`config.mk`:
```
export PLATFORM = sky130hd
export DESIGN_NAME = oc8051_cxrom_fetch_arb
export DESIGN_NICKNAME = d
export VERILOG_FILES = /design/src/rtl/oc8051_cxrom_fetch_arb.sv
export SDC_FILE = /design/constraint.sdc
export NUM_CORES = 1
export LEC_CHECK = 0
export ABC_CLOCK_PERIOD_IN_PS = 1670
export CORE_ASPECT_RATIO = 0.7
export CORE_MARGIN = 2
export CORE_UTILIZATION = 55
export CTS_CLUSTER_SIZE = 40
export DETAILED_ROUTE_END_ITERATION = 6
export DONT_BUFFER_PORTS = 1
export PLACE_DENSITY_LB_ADDON = 0.05
export SYNTH_ARGS = -nofsm -noshare
export SYNTH_HDL_FRONTEND = slang
export SYNTH_SLANG_ARGS = --single-unit
export TNS_END_PERCENT = 100
```
`constraint.sdc`:
```
create_clock -name clk -period 1.67 [get_ports clk]
set_input_delay 0.2505 -clock clk [delete_from_list [all_inputs] [get_ports clk]]
set_output_delay 0.2505 -clock clk [all_outputs]
set_load 0.005 [all_outputs]
```
`src/rtl/oc8051_cxrom_fetch_arb.sv`:
```
// Arbitrates the single cxrom word read port between instruction fetch (IF) and MOVC (MV).
// IF has fixed priority; MV is forced after STARVE_LIM consecutive IF wins, and each ROM access may time out.
module oc8051_cxrom_fetch_arb #(
    parameter int unsigned STARVE_LIM = 4,
    parameter int unsigned TIMEOUT    = 64
) (
    input  logic        clk,
    input  logic        rst,
    input  logic        if_req,
    input  logic [15:0] if_addr,
    output logic        if_ack,
    output logic [31:0] if_data,
    input  logic        mv_req,
    input  logic [15:0] mv_addr,
    output logic        mv_ack,
    output logic [31:0] mv_data,
    output logic        rom_req,
    output logic [15:0] rom_addr,
    input  logic        rom_ack,
    input  logic [31:0] rom_data,
    output logic        busy,
    output logic        grant_mv,
    output logic        err
);

    localparam int unsigned AW      = 16;
    localparam int unsigned DW      = 32;
    localparam int unsigned SC_W    = $clog2(STARVE_LIM + 1);
    localparam int unsigned TO_W    = (TIMEOUT > 2) ? $clog2(TIMEOUT) : 1;
    localparam int unsigned TO_LAST = (TIMEOUT == 0) ? 0 : TIMEOUT - 1;

    typedef enum logic [1:0] {
        S_IDLE  = 2'd0,
        S_ISSUE = 2'd1,
        S_RESP  = 2'd2
    } state_t;

    state_t          r_state;
    logic [SC_W-1:0] r_starve_cnt;
    logic [TO_W-1:0] r_to_cnt;
    logic            r_if_ack;
    logic            r_mv_ack;
    logic [DW-1:0]   r_if_data;
    logic [DW-1:0]   r_mv_data;
    logic            r_rom_req;
    logic [AW-1:0]   r_rom_addr;
    logic            r_busy;
    logic            r_grant_mv;
    logic            r_err;

    logic w_pick_mv;
    logic w_timeout;

    // MV wins only when IF is absent or MV has been passed over STARVE_LIM times in a row
    assign w_pick_mv = mv_req && (!if_req || (r_starve_cnt == SC_W'(STARVE_LIM)));
    assign w_timeout = (TIMEOUT != 0) && (r_to_cnt == TO_W'(TO_LAST));

    always_ff @(posedge clk) begin
        if (rst) begin
            r_state      <= S_IDLE;
            r_starve_cnt <= '0;
            r_to_cnt     <= '0;
            r_if_ack     <= 1'b0;
            r_mv_ack     <= 1'b0;
            r_if_data    <= '0;
            r_mv_data    <= '0;
            r_rom_req    <= 1'b0;
            r_rom_addr   <= '0;
            r_busy       <= 1'b0;
            r_grant_mv   <= 1'b0;
            r_err        <= 1'b0;
        end else begin
            r_if_ack <= 1'b0;
            r_mv_ack <= 1'b0;
            r_err    <= 1'b0;
            case (r_state)
                S_IDLE: begin
                    if (if_req || mv_req) begin
                        r_state    <= S_ISSUE;
                        r_busy     <= 1'b1;
                        r_rom_req  <= 1'b1;
                        r_grant_mv <= w_pick_mv;
                        r_rom_addr <= w_pick_mv ? mv_addr : if_addr;
                        if (w_pick_mv || !mv_req) begin
                            r_starve_cnt <= '0;
                        end else if (r_starve_cnt != SC_W'(STARVE_LIM)) begin
                            r_starve_cnt <= r_starve_cnt + SC_W'(1);
                        end
                    end
                end
                S_ISSUE: begin
                    r_to_cnt <= r_to_cnt + TO_W'(1);
                    // an ack arriving on the last allowed cycle still counts as success
                    if (rom_ack || w_timeout) begin
                        r_state   <= S_RESP;
                        r_rom_req <= 1'b0;
                        r_to_cnt  <= '0;
                        r_err     <= !rom_ack;
                        if (r_grant_mv) begin
                            r_mv_data <= rom_ack ? rom_data : '0;
                            r_mv_ack  <= 1'b1;
                        end else begin
                            r_if_data <= rom_ack ? rom_data : '0;
                            r_if_ack  <= 1'b1;
                        end
                    end
                end
                S_RESP: begin
                    r_state <= S_IDLE;
                    r_busy  <= 1'b0;
                end
                default: begin
                    r_state <= S_IDLE;
                    r_busy  <= 1'b0;
                end
            endcase
        end
    end

    assign if_ack   = r_if_ack;
    assign if_data  = r_if_data;
    assign mv_ack   = r_mv_ack;
    assign mv_data  = r_mv_data;
    assign rom_req  = r_rom_req;
    assign rom_addr = r_rom_addr;
    assign busy     = r_busy;
    assign grant_mv = r_grant_mv;
    assign err      = r_err;

endmodule
```
==> metrics.md, run 1 <==
| Metric | Value |
|---|---|
| Top FF cell, synth | dfxtp_1 |
| Yosys reg bits | 97 |
| Routed Antenna Nets | 0 |
| Starting Density | 57.05% |
| Period utilization | 97.79% |
| Max Clk Rate | slightly above 600 MHz |
| Area grow syn2layout | 10.36% |
| Leak | around 1.5 nW |
| Syn_nets | roughly 530 |
| Final setup fails | 0 |
| Die W | 112.5 um |
| Crit path DAT | between 1.5 and 2 ns |
| Final clock skew | between 0.004 and 0.005 ns |
| Critical Path Start Type | register |
| CTS tree | built |
| Final Cell Area | 4999 um2 |
| Vias in the first global route | between 3000 and 4000 |
| CTS H-Tree Depth | 3 |
| Max_cap viols | 0 |
| WL final | roughly 12 mm |
| Setup TNS | 0 ns |
| Die ar. | between 8000 and 9000 um2 |
| Final worst slack | between 0.03 and 0.04 ns |
| Peak VDD IR | about 0.78 mV |
| Nets | roughly 500 |
| GPL Wtd Cong | a little over 0.8 |
| Crit path kind | register to register |
| Num CTS Buffers | 9 |
| HPWL Detailed | approximately 6.9 mm |
| Failing checks | hold timing |
| Placed cells | 509 |
| I/O pin count | 155 |
| Status | finished, violations left |
| Initial DRT Pass Iterations | 5 |
| Post-Layout Cell Count | 535 |
| Hold WC Path Type | input pin to register |
| Worst-skew pair later-pin latency | 0.34 ns |
| Largest net degree at the start of global routing | between 100 and 150 |
| Remaining global-route overflow | 0 |
| Share of layout cells above drive strength 1 | slightly above 20% |
| Placed Area | approximately 4500 um2 |
| WL/cell | between 20 and 25 um |
| Utilization after layout | a little over three fifths |
| Slew @ Worst Pin | a little over 0.6 ns |
| Count of different cell masters after synthesis | 40 |
| Power Dens Cells | between 1000 and 1500 nW/um2 |
| Worst-path clk slew | 0.07 ns |
| Yosys warnings | 0 |
| First-pass GRT wire length | 18.10 mm |
| CTS Root Cell | clkbuf_16 |
| Setup slack after placement | -0.02452 ns |
| Critical path required time | approximately 1.9 ns |
| Total GRT Usage | 24.44% |
| Asr flop ratio synth | 0% |
| CP Max Fanout | 24 |
| # hold bufs at CTS | 1 |
| Cell area after synthesis | about 4500 um2 |
| Final Critical Period | 1.633 ns |
| Final Max Tran Viols | 0 |
| Core area | 7939 um2 |
| Initial antenna violation count | 0 |
| Syn_area_per_cell | between 9 and 10 um2 |
| Row cnt | 27 |
| DR vias/cell | about 7.3 |
| Max Root-Sink Buffers | 2 |
| Num Clock Sinks | a little under 100 |
| Seq/Total Area, Yosys | 42.87% |
| Post-synth EDFFs | 0 |
| # diodes | 0 |
| DR iter-0 viols | 440 |
| Residual DRC | 0 |
| WHS | -0.02531 ns |
| Final hold vios | 26 |
| Mapped Cells | 453 |
| I/O Buffers | 0 |
| Crit end category | register |
| Total power | between 5 and 6 mW |
| Total number of vias | ~3900 |
| Slew HR | approximately three fifths |
| Die height | 79.93 um |
-- registers in the layout, summed over array words and instances, names as in the netlist, 2 cells and up --
signal and flops:
rom_addr 16, mv_data 32, r_to_cnt 6, if_data 32, r_state 2, r_starve_cnt 3
-- cells in the final DEF, fill, tap and decap left out, types with 2 or more instances in the layout --
master     instances
nand2_1           33
clkbuf_1           3
nor2_1             3
a21oi_1           25
ha_1               2
nand3b_1           3
clkbuf_8           2
o21ai_0           10
inv_1              7
nand3_1            3
nand2b_1           2
a31oi_1           67
nor4b_2            8
nor4b_1            9
a311oi_2          28
nor3b_1            2
a311oi_1          36
nor4_1            18
or3_1              3
nand4b_1           2
a2111oi_0          2
a2111oi_1          9
clkbuf_16         13
dfxtp_1           94
nand4_1            4
a2111oi_2          5
buf_4             14
dfxtp_2            3
buf_12             6
-- where the power goes --
group	switching [mW]	internal, mW	total, mW
combinational	0.342	0.267	0.609
clock	0.847	1.09	1.94
sequential	0.0911	2.42	2.51
-- critical path, cell delays in order, from the launching register on --
cell and delay (ns):
dfxtp_1 0.36, ha_1 0.19, nand4_1 0.23, o21bai_4 0.27, buf_12 0.15, buf_16 0.18, a311oi_1 0.12
-- synth_stat cells (2+ instances only) --
cell	count	area, um2
a311oi_2	28	420.4
dfxtp_1	97	1942
nor3b_1	2	15.01
a2111oi_0	6	52.55
nand3_1	3	15.01
buf_6	11	123.9
nand2_1	33	123.9
inv_1	7	26.28
buf_4	5	37.54
or3_1	3	18.77
ha_1	3	37.54
buf_2	24	120.1
nor2_1	3	11.26
a2111oi_1	8	80.08
nor4b_2	8	120.1
nand4_1	4	25.02
nand2b_1	2	12.51
nand3b_1	3	22.52
a2111oi_2	2	30.03
o21ai_0	10	50.05
nand4b_1	2	17.52
nor4_1	18	112.6
nor4b_1	9	78.83
a31oi_1	67	419.2
a21oi_1	25	125.1
a311oi_1	36	315.3
clkbuf_1	21	78.83
-- layout make-up --
type,instances,area [um2]
Clock buffer,14,264.0
Clock inverter,2,12.51
Fill cell,617,2940
Inverter,7,26.28
Multi-Input combinational cell,288,2261
Sequential cell,97,1946
Tap cell,101,126.4
Timing Repair Buffer,26,362.8
-- final timing paths --
kind                                  start  slack, ns  depth (start not counted)     endpoint
worst min-delay path                    rst      -0.03                          1  if_data[17]
worst max register to register  r_to_cnt[1]       0.04                          6  mv_data[21]
worst min register to register      rom_req       0.48                          2      rom_req
worst max-delay path            r_to_cnt[1]       0.04                          6  mv_data[21]
-- cell families (layout without fill, tap and decap cells) --
logic type / count (synthesis) / count (layout) / synth area share (%)
AO/OA/AOI/OAI: 187 / 187 / 33.84
adder cells (fa/ha/maj): 3 / 3 / 0.8288
buffers and inverters: 68 / 49 / 8.536
flip-flops: 97 / 97 / 42.87
AND/OR/NAND/NOR: 98 / 98 / 13.92
-- routing by layer --
layer | up-vias | wire (um) | track usage, %
li1 | 1798 | - | -
met1 | 1894 | 5024 | 33.22
met2 | 198 | 5426 | 36.20
met3 | 8 | 1254 | 10.55
met4 | 0 | 76 | 5.122
met5 | - | 0 | 0
-- repair_timing --
item | in CTS | in global routing
buffers inserted | 0 | 5
pin swaps | 0 | 3
endpoints found under the setup margin | 2 | 68
resized for setup | 2 | 12
hold endpoints to repair | 92 | 92
gates cloned | 0 | 4
(Power assumes the default switching activity.)
==> inputs of run 2 (changes only) <==
--- a/config.mk
+++ b/config.mk
@@ -8,10 +8,12 @@
 export ABC_CLOCK_PERIOD_IN_PS = 1670
 export CORE_ASPECT_RATIO = 0.7
 export CORE_MARGIN = 2
-export CORE_UTILIZATION = 55
+export CORE_UTILIZATION = 57
 export CTS_CLUSTER_SIZE = 40
 export DETAILED_ROUTE_END_ITERATION = 6
 export DONT_BUFFER_PORTS = 1
+export GPL_TIMING_DRIVEN = 0
+export HOLD_SLACK_MARGIN = 0.1
 export PLACE_DENSITY_LB_ADDON = 0.05
 export SYNTH_ARGS = -nofsm -noshare
 export SYNTH_HDL_FRONTEND = slang
==> run 2 against run 1 <==
First-iteration DRC count is 14% lower. Global-route usage rose by 6.4 points. Combinational power increased by 22%. The run now ends clean. Via count grew 5.3%. Die area decreased by 3.4%. Sequential cell count did not move.
==> metrics.md, run 2 (synthesis results as in run 1) <==
| Metric | Value |
|---|---|
| Status | complete, no violations |
| Total GRT Usage | 30.83% (+6.4 points) |
| HPWL Detailed | 9.284 mm (+34%) |
| Initial antenna violation count | 0 (unchanged) |
| Logic pwr share | 13.4% (+1.4 points) |
| Crit path kind | register to register |
| Area grow syn2layout | 14.31% |
| Remaining global-route overflow | 0 (unchanged) |
| Final clock skew | 0.008690 ns (+0.004077 ns) |
| Filler cell count in the final layout | 644 (+4.4%) |
| CP Max Fanout | 7 (-71%) |
| Slew HR | 39.91% (-19 points) |
| Commonest non-fill, non-tap cell in the layout | dfxtp_1 |
| Num Clock Sinks | 97 (unchanged) |
| CTS tree | built |
| GPL Wtd Cong | 0.8585 (+6.1%) |
| Cell-internal power | 4.085 mW (+8.1%) |
| Period utilization | 98.76% (+0.97 points) |
| Family with the most delay on the worst path | compound AO/OA/AOI/OAI gates |
| Max Clk Rate | 606.3 MHz (-0.98%) |
| Sw frac | 26.17% (+0.85 points) |
| Critical path required time | 1.88 ns (about the same) |
| Share of layout cells above drive strength 1 | 23.99% (+3.5 points) |
| Clock Power Share | 41.2% (+2.9 points) |
| Peak VDD IR | 0.8174 mV (+4.6%) |
| I/O pin count | 155 (unchanged) |
| Die ar. | 8687 um2 (-3.4%) |
| Post-Layout Cell Count | 572 (+6.9%) |
| Register share of total power | 45.4% (-4.2 points) |
| Placed Area | 4656 um2 (+3.2%) |
| Critical Path Start Type | register |
| Starting Density | 58.29% (+1.2 points) |
| Hold WC Path Type | input pin to register |
| Power Dens Cells | 1069 nW/um2 (+5.6%) |
| Final Max Tran Viols | 0 (unchanged) |
| Row cnt | 27 (unchanged) |
| Crit end category | register |
| Final Cell Area | 5177 um2 (+3.6%) |
| WL/cell | 23.40 um (+6.2%) |
| Final hold vios | 0 (-100%) |
| # diodes | 0 (unchanged) |
| DR vias/cell | 7.173 (-1.5%) |
| Worst Path Buf+Inv | 1 (-1) |
| Worst-path clk slew | 0.07 ns (about the same) |
| Core area | 7770 um2 (-2.1%) |
| WL final | 13.38 mm (+14%) |
| Largest net degree at the start of global routing | 16 (-85%) |
| Crit path DAT | 1.86 ns (about the same) |
| Net Sw Power | 1.448 mW (+13%) |
| Nets | 538 (+7.4%) |
| Routed Antenna Nets | 0 (unchanged) |
| Total number of vias | 4103 (+5.3%) |
| Die W | 110.5 um (-1.7%) |
| Slew @ Worst Pin | 0.9014 ns (+0.2819 ns) |
| CTS Root Cell | clkbuf_16 |
| I/O Buffers | 0 (unchanged) |
| First-pass GRT wire length | 21.42 mm (+18%) |
| Leak | 1.582 nW (+5.9%) |
| DR iter-0 viols | 378 (-14%) |
| Num CTS Buffers | 9 (unchanged) |
| Max incr delay on CP | 0.54 ns (+0.18 ns) |
| Max Root-Sink Buffers | 2 (unchanged) |
| Worst-skew pair later-pin latency | 0.34 ns (about the same) |
| Critical-path top delay cell | a2111oi_1 |
| Final Critical Period | 1.649 ns (+0.01621 ns) |
| Initial DRT Pass Iterations | 5 (unchanged) |
| Vias in the first global route | 4044 (+14%) |
| Die height | 78.58 um (-1.7%) |
| Final setup fails | 0 (unchanged) |
| Max_cap viols | 0 (unchanged) |
| Placed cells | 554 (+8.8%) |
| Leading cell types in the layout, fill and taps excluded | dfxtp_1, a31oi_1, a311oi_1 |
| CTS H-Tree Depth | 3 (unchanged) |
| CP cell instances | inv_1, ha_1, and2_4, a2111oi_1, nor4_1 |
| Residual DRC | 0 (unchanged) |
## run 2: cell type report
class | count | area, um2 | area share (%)
Timing Repair Buffer | 3 | 25.02 | 0.4833
Sequential cell | 97 | 1946 | 37.58
Clock inverter | 4 | 73.82 | 1.426
Multi-Input combinational cell | 288 | 2327 | 44.95
Buffer | 60 | 396.6 | 7.661
Inverter | 7 | 26.28 | 0.5075
Clock buffer | 12 | 256.5 | 4.954
Tap cell | 101 | 126.4 | 2.441
## run 2: routing by layer
layer / share of wire (%) / routed length (um) / global-route usage [%]
met5: 0 / 0 / 0
met4: 2.3 / 302 / 10.50
met3: 11 / 1442 / 11.81
met2: 44 / 5847 / 46.07
met1: 43 / 5791 / 41.05
## run 2: path summary, 6_finish.rpt
kind / from / endpoint / slack (ns) / cells after the start
hold / removal: rom_data[3] / if_data[3] / 0.11 / 2
setup reg to reg: r_starve_cnt[1] / rom_addr[0] / 0.02 / 5
setup / recovery: r_starve_cnt[1] / rom_addr[0] / 0.02 / 5
hold reg to reg: rom_req / rom_req / 0.48 / 2
## run 2: timing repair
action / CTS / global route
setup buffers: 2 / 0
endpoints found under the hold margin: 1 / 0
resized for setup: 25 / 14
pin swaps: 4 / 1
endpoints found under the setup margin: 63 / 79
hold buffers: 1 / 0
## run 2: per-stage QoR
stage          setup TNS [ns]  setup slack [ns]  power, mW  hold slack (ns)  util (%)
6_report                    0           0.02076      5.532           0.1104     66.63
5_1_grt              -0.07771          -0.06061      5.720           0.1125     66.63
4_1_cts                     0          0.005027      5.528           0.1051     66.14
3_5_place_dp           -10.77           -0.2415      3.238           0.4578     59.92
3_3_place_gp           -8.678           -0.1860      3.224           0.4495     59.92
2_1_floorplan               0           0.08442      3.066           0.4408         -
## run 2: power groups by stage
stage	registers [mW]	clock network [mW]	logic, mW
after detailed placement	2.56	0	0.680
final	2.51	2.28	0.742
after global routing	2.52	2.39	0.811
after floorplan	2.53	0	0.536
after global placement	2.56	0	0.666
after CTS	2.51	2.30	0.722
==> inputs of run 3 (changes only) <==
--- a/config.mk
+++ b/config.mk
@@ -6,15 +6,15 @@
 export NUM_CORES = 1
 export LEC_CHECK = 0
 export ABC_CLOCK_PERIOD_IN_PS = 1670
+export BUFFER_PORTS_ARGS = -buffer_cell sky130_fd_sc_hd__buf_4
 export CORE_ASPECT_RATIO = 0.7
-export CORE_MARGIN = 2
-export CORE_UTILIZATION = 57
+export CORE_UTILIZATION = 45
 export CTS_CLUSTER_SIZE = 40
 export DETAILED_ROUTE_END_ITERATION = 6
-export DONT_BUFFER_PORTS = 1
 export GPL_TIMING_DRIVEN = 0
 export HOLD_SLACK_MARGIN = 0.1
 export PLACE_DENSITY_LB_ADDON = 0.05
+export RECOVER_POWER = 50
 export SYNTH_ARGS = -nofsm -noshare
 export SYNTH_HDL_FRONTEND = slang
 export SYNTH_SLANG_ARGS = --single-unit
==> run 3 against run 2 <==
Global-route usage decreased by 3.1 points. Worst hold slack improved by 0.13 ns. Critical path type unchanged. Fmax increased by 2.9%. Combinational power increased by 43%. Critical path depth increased by 1.
==> metrics.md, run 3 (synthesis results as in run 1) <==
| Metric | Value |
|---|---|
| Num Clock Sinks | 97 (unchanged) |
| GPL Wtd Cong | 0.8524 (-0.71%) |
| WHS | 0.2407 ns (+0.1303 ns) |
| Total number of vias | 4702 (+15%) |
| FF/Latch Area | 1949 um2 (+0.19%) |
| Total GRT Usage | 27.71% (-3.1 points) |
| Nets | 691 (+28%) |
| WL final | 14.67 mm (+9.6%) |
| DR iter-0 viols | 405 (+7.1%) |
| Max Clk Rate | 623.8 MHz (+2.9%) |
| Starting Density | 46.59% (-12 points) |
| First-pass GRT wire length | 22.60 mm (+5.5%) |
| Routed Antenna Nets | 0 (unchanged) |
| Num CTS Buffers | 9 (unchanged) |
| Row cnt | 30 (+11%) |
| I/O pin count | 155 (unchanged) |
| Die ar. | 10480 um2 (+21%) |
| # diodes | 0 (unchanged) |
| Power Dens Cells | 882.5 nW/um2 (-17%) |
| Status | complete, no violations |
| Setup TNS | 0 ns (unchanged) |
| Slew @ Worst Pin | 1.077 ns (+0.1757 ns) |
| I/O Buffers | 153 (+153) |
| Max Root-Sink Buffers | 2 (unchanged) |
| Share of layout cells above drive strength 1 | 41.51% (+18 points) |
| CTS H-Tree Depth | 3 (unchanged) |
| Final Max Tran Viols | 0 (unchanged) |
| CTS Root Cell | clkbuf_16 |
| Worst-skew pair later-pin latency | 0.34 ns (about the same) |
| Critical path required time | 1.87 ns (about the same) |
| Final hold vios | 0 (unchanged) |
| Period utilization | 96.00% (-2.8 points) |
| Family with the most delay on the worst path | flip-flops |
| Initial antenna violation count | 0 (unchanged) |
| Core area | 9722 um2 (+25%) |
| Filler cell count in the final layout | 780 (+21%) |
| Final Critical Period | 1.603 ns (-0.04604 ns) |
| Max incr delay on CP | 0.37 ns (-0.17 ns) |
| CP cell instances | ha_4, nand4_1, o21bai_4, buf_6, buf_8, a311oi_2 |
| RSZ-0062 raised after global routing | yes |
| DR vias/cell | 6.253 (-13%) |
| Critical Path Start Type | register |
| Worst Path Buf+Inv | 2 (+1) |
| Leading cell types in the layout, fill and taps excluded | dfxtp_1, clkbuf_4, buf_4 |
| Commonest non-fill, non-tap cell in the layout | dfxtp_1 |
| Largest net degree at the start of global routing | 17 (+1) |
| Crit end category | register |
| Die height | 85.94 um (+9.4%) |
| Slew HR | 28.19% (-12 points) |
| # hold bufs at CTS | 0 (-1) |
| Final clock skew | 0.004509 ns (-0.004181 ns) |
| Hold WC Path Type | input pin to register |
| Final setup fails | 0 (unchanged) |
| Crit path kind | register to register |
| Leak | 2.270 nW (+44%) |
| HPWL Detailed | 10.26 mm (+11%) |
| Peak VDD IR | 0.5285 mV (-35%) |
| Max_cap viols | 0 (unchanged) |
| Worst-path clk slew | 0.07 ns (about the same) |
| Initial DRT Pass Iterations | 5 (unchanged) |
| Area grow syn2layout | 40.41% |
| Vias in the first global route | 4270 (+5.6%) |
| WL/cell | 19.50 um (-17%) |
| CP Max Fanout | 10 (+3) |
| CTS tree | built |
| Crit path DAT | 1.80 ns (-0.06 ns) |
| Residual DRC | 0 (unchanged) |
| Remaining global-route overflow | 0 (unchanged) |
| Critical-path top delay cell | dfxtp_4 |
| Die W | 121.9 um (+10%) |
| Footprint of the multi-input gates | 2381 um2 (+2.3%) |
==> run 3: cell count changes in the layout (fill, tap and decap cells not counted), moves of 2 or more <==
cell,before,now
a2111oi_2,8,2
a2111oi_4,4,8
buf_4,5,71
buf_6,16,14
buf_8,0,3
clkbuf_1,22,29
clkbuf_4,0,77
clkbuf_8,2,0
clkinvlp_4,0,3
==> run 3: power by group <==
part           total (mW)  internal, mW  leakage (nW)  switching [mW]
Sequential           2.49          2.42         0.792          0.0719
Clock                2.07          1.16         0.137           0.910
Combinational        1.06         0.465          1.34           0.590
==> run 3: timing repair <==
| item | in CTS | in global routing |
|---|---|---|
| resized for setup | 30 | 17 |
| buffers inserted | 0 | 2 |
| pin swaps | 2 | 2 |
| cloned | 0 | 1 |
| endpoints found under the setup margin | 62 | 77 |
==> run 3: tightest hold or removal path: cells and delay by family <==
kind / cells / cell delay (ns)
buffers and inverters: 1 / 0.12
AO/OA/AOI/OAI: 1 / 0.09
AND/OR/NAND/NOR: 1 / 0.08
==> run 3: layer usage <==
layer | routed length, um | vias to the layer above | global-route usage, %
met3 | 1242 | 29 | 7.646
met5 | 0 | - | 0
li1 | - | 2174 | -
met1 | 7004 | 2286 | 39.83
met2 | 6211 | 213 | 39.96
met4 | 208 | 0 | 8.081
==> run 3: final cells by class <==
class | instances | share of cell area, %
plain buffers | 60 | 6.473
clock buffers | 9 | 3.541
well taps | 128 | 2.518
repair buffers | 156 | 17.84
flip-flops and latches | 97 | 30.65
inverters | 7 | 0.4131
multi-input cells | 288 | 37.44
clock inverters | 7 | 1.121
==> run 3: stage by stage <==
stage          setup WS [ns]  cells  util [%]  cell area (um2)  power [mW]
2_1_floorplan        0.08442    453         -             4529       3.066
3_3_place_gp         -0.1914    734     60.05             5838       3.508
4_1_cts             0.008979    749     64.72             6292       5.615
3_5_place_dp         -0.2411    734     60.05             5838       3.521
6_report             0.06680    752     65.42             6360       5.613
5_1_grt             -0.01758    752     65.42             6360       5.815
==> run 3: path summary, 6_finish.rpt <==
kind,start,endpoint,slack (ns),cells past startpoint
min reg2reg,rom_req,rom_req,0.46,2
max,r_to_cnt[0],if_data[21],0.07,6
max reg2reg,r_to_cnt[0],if_data[21],0.07,6
min,rom_data[3],mv_data[3],0.24,3
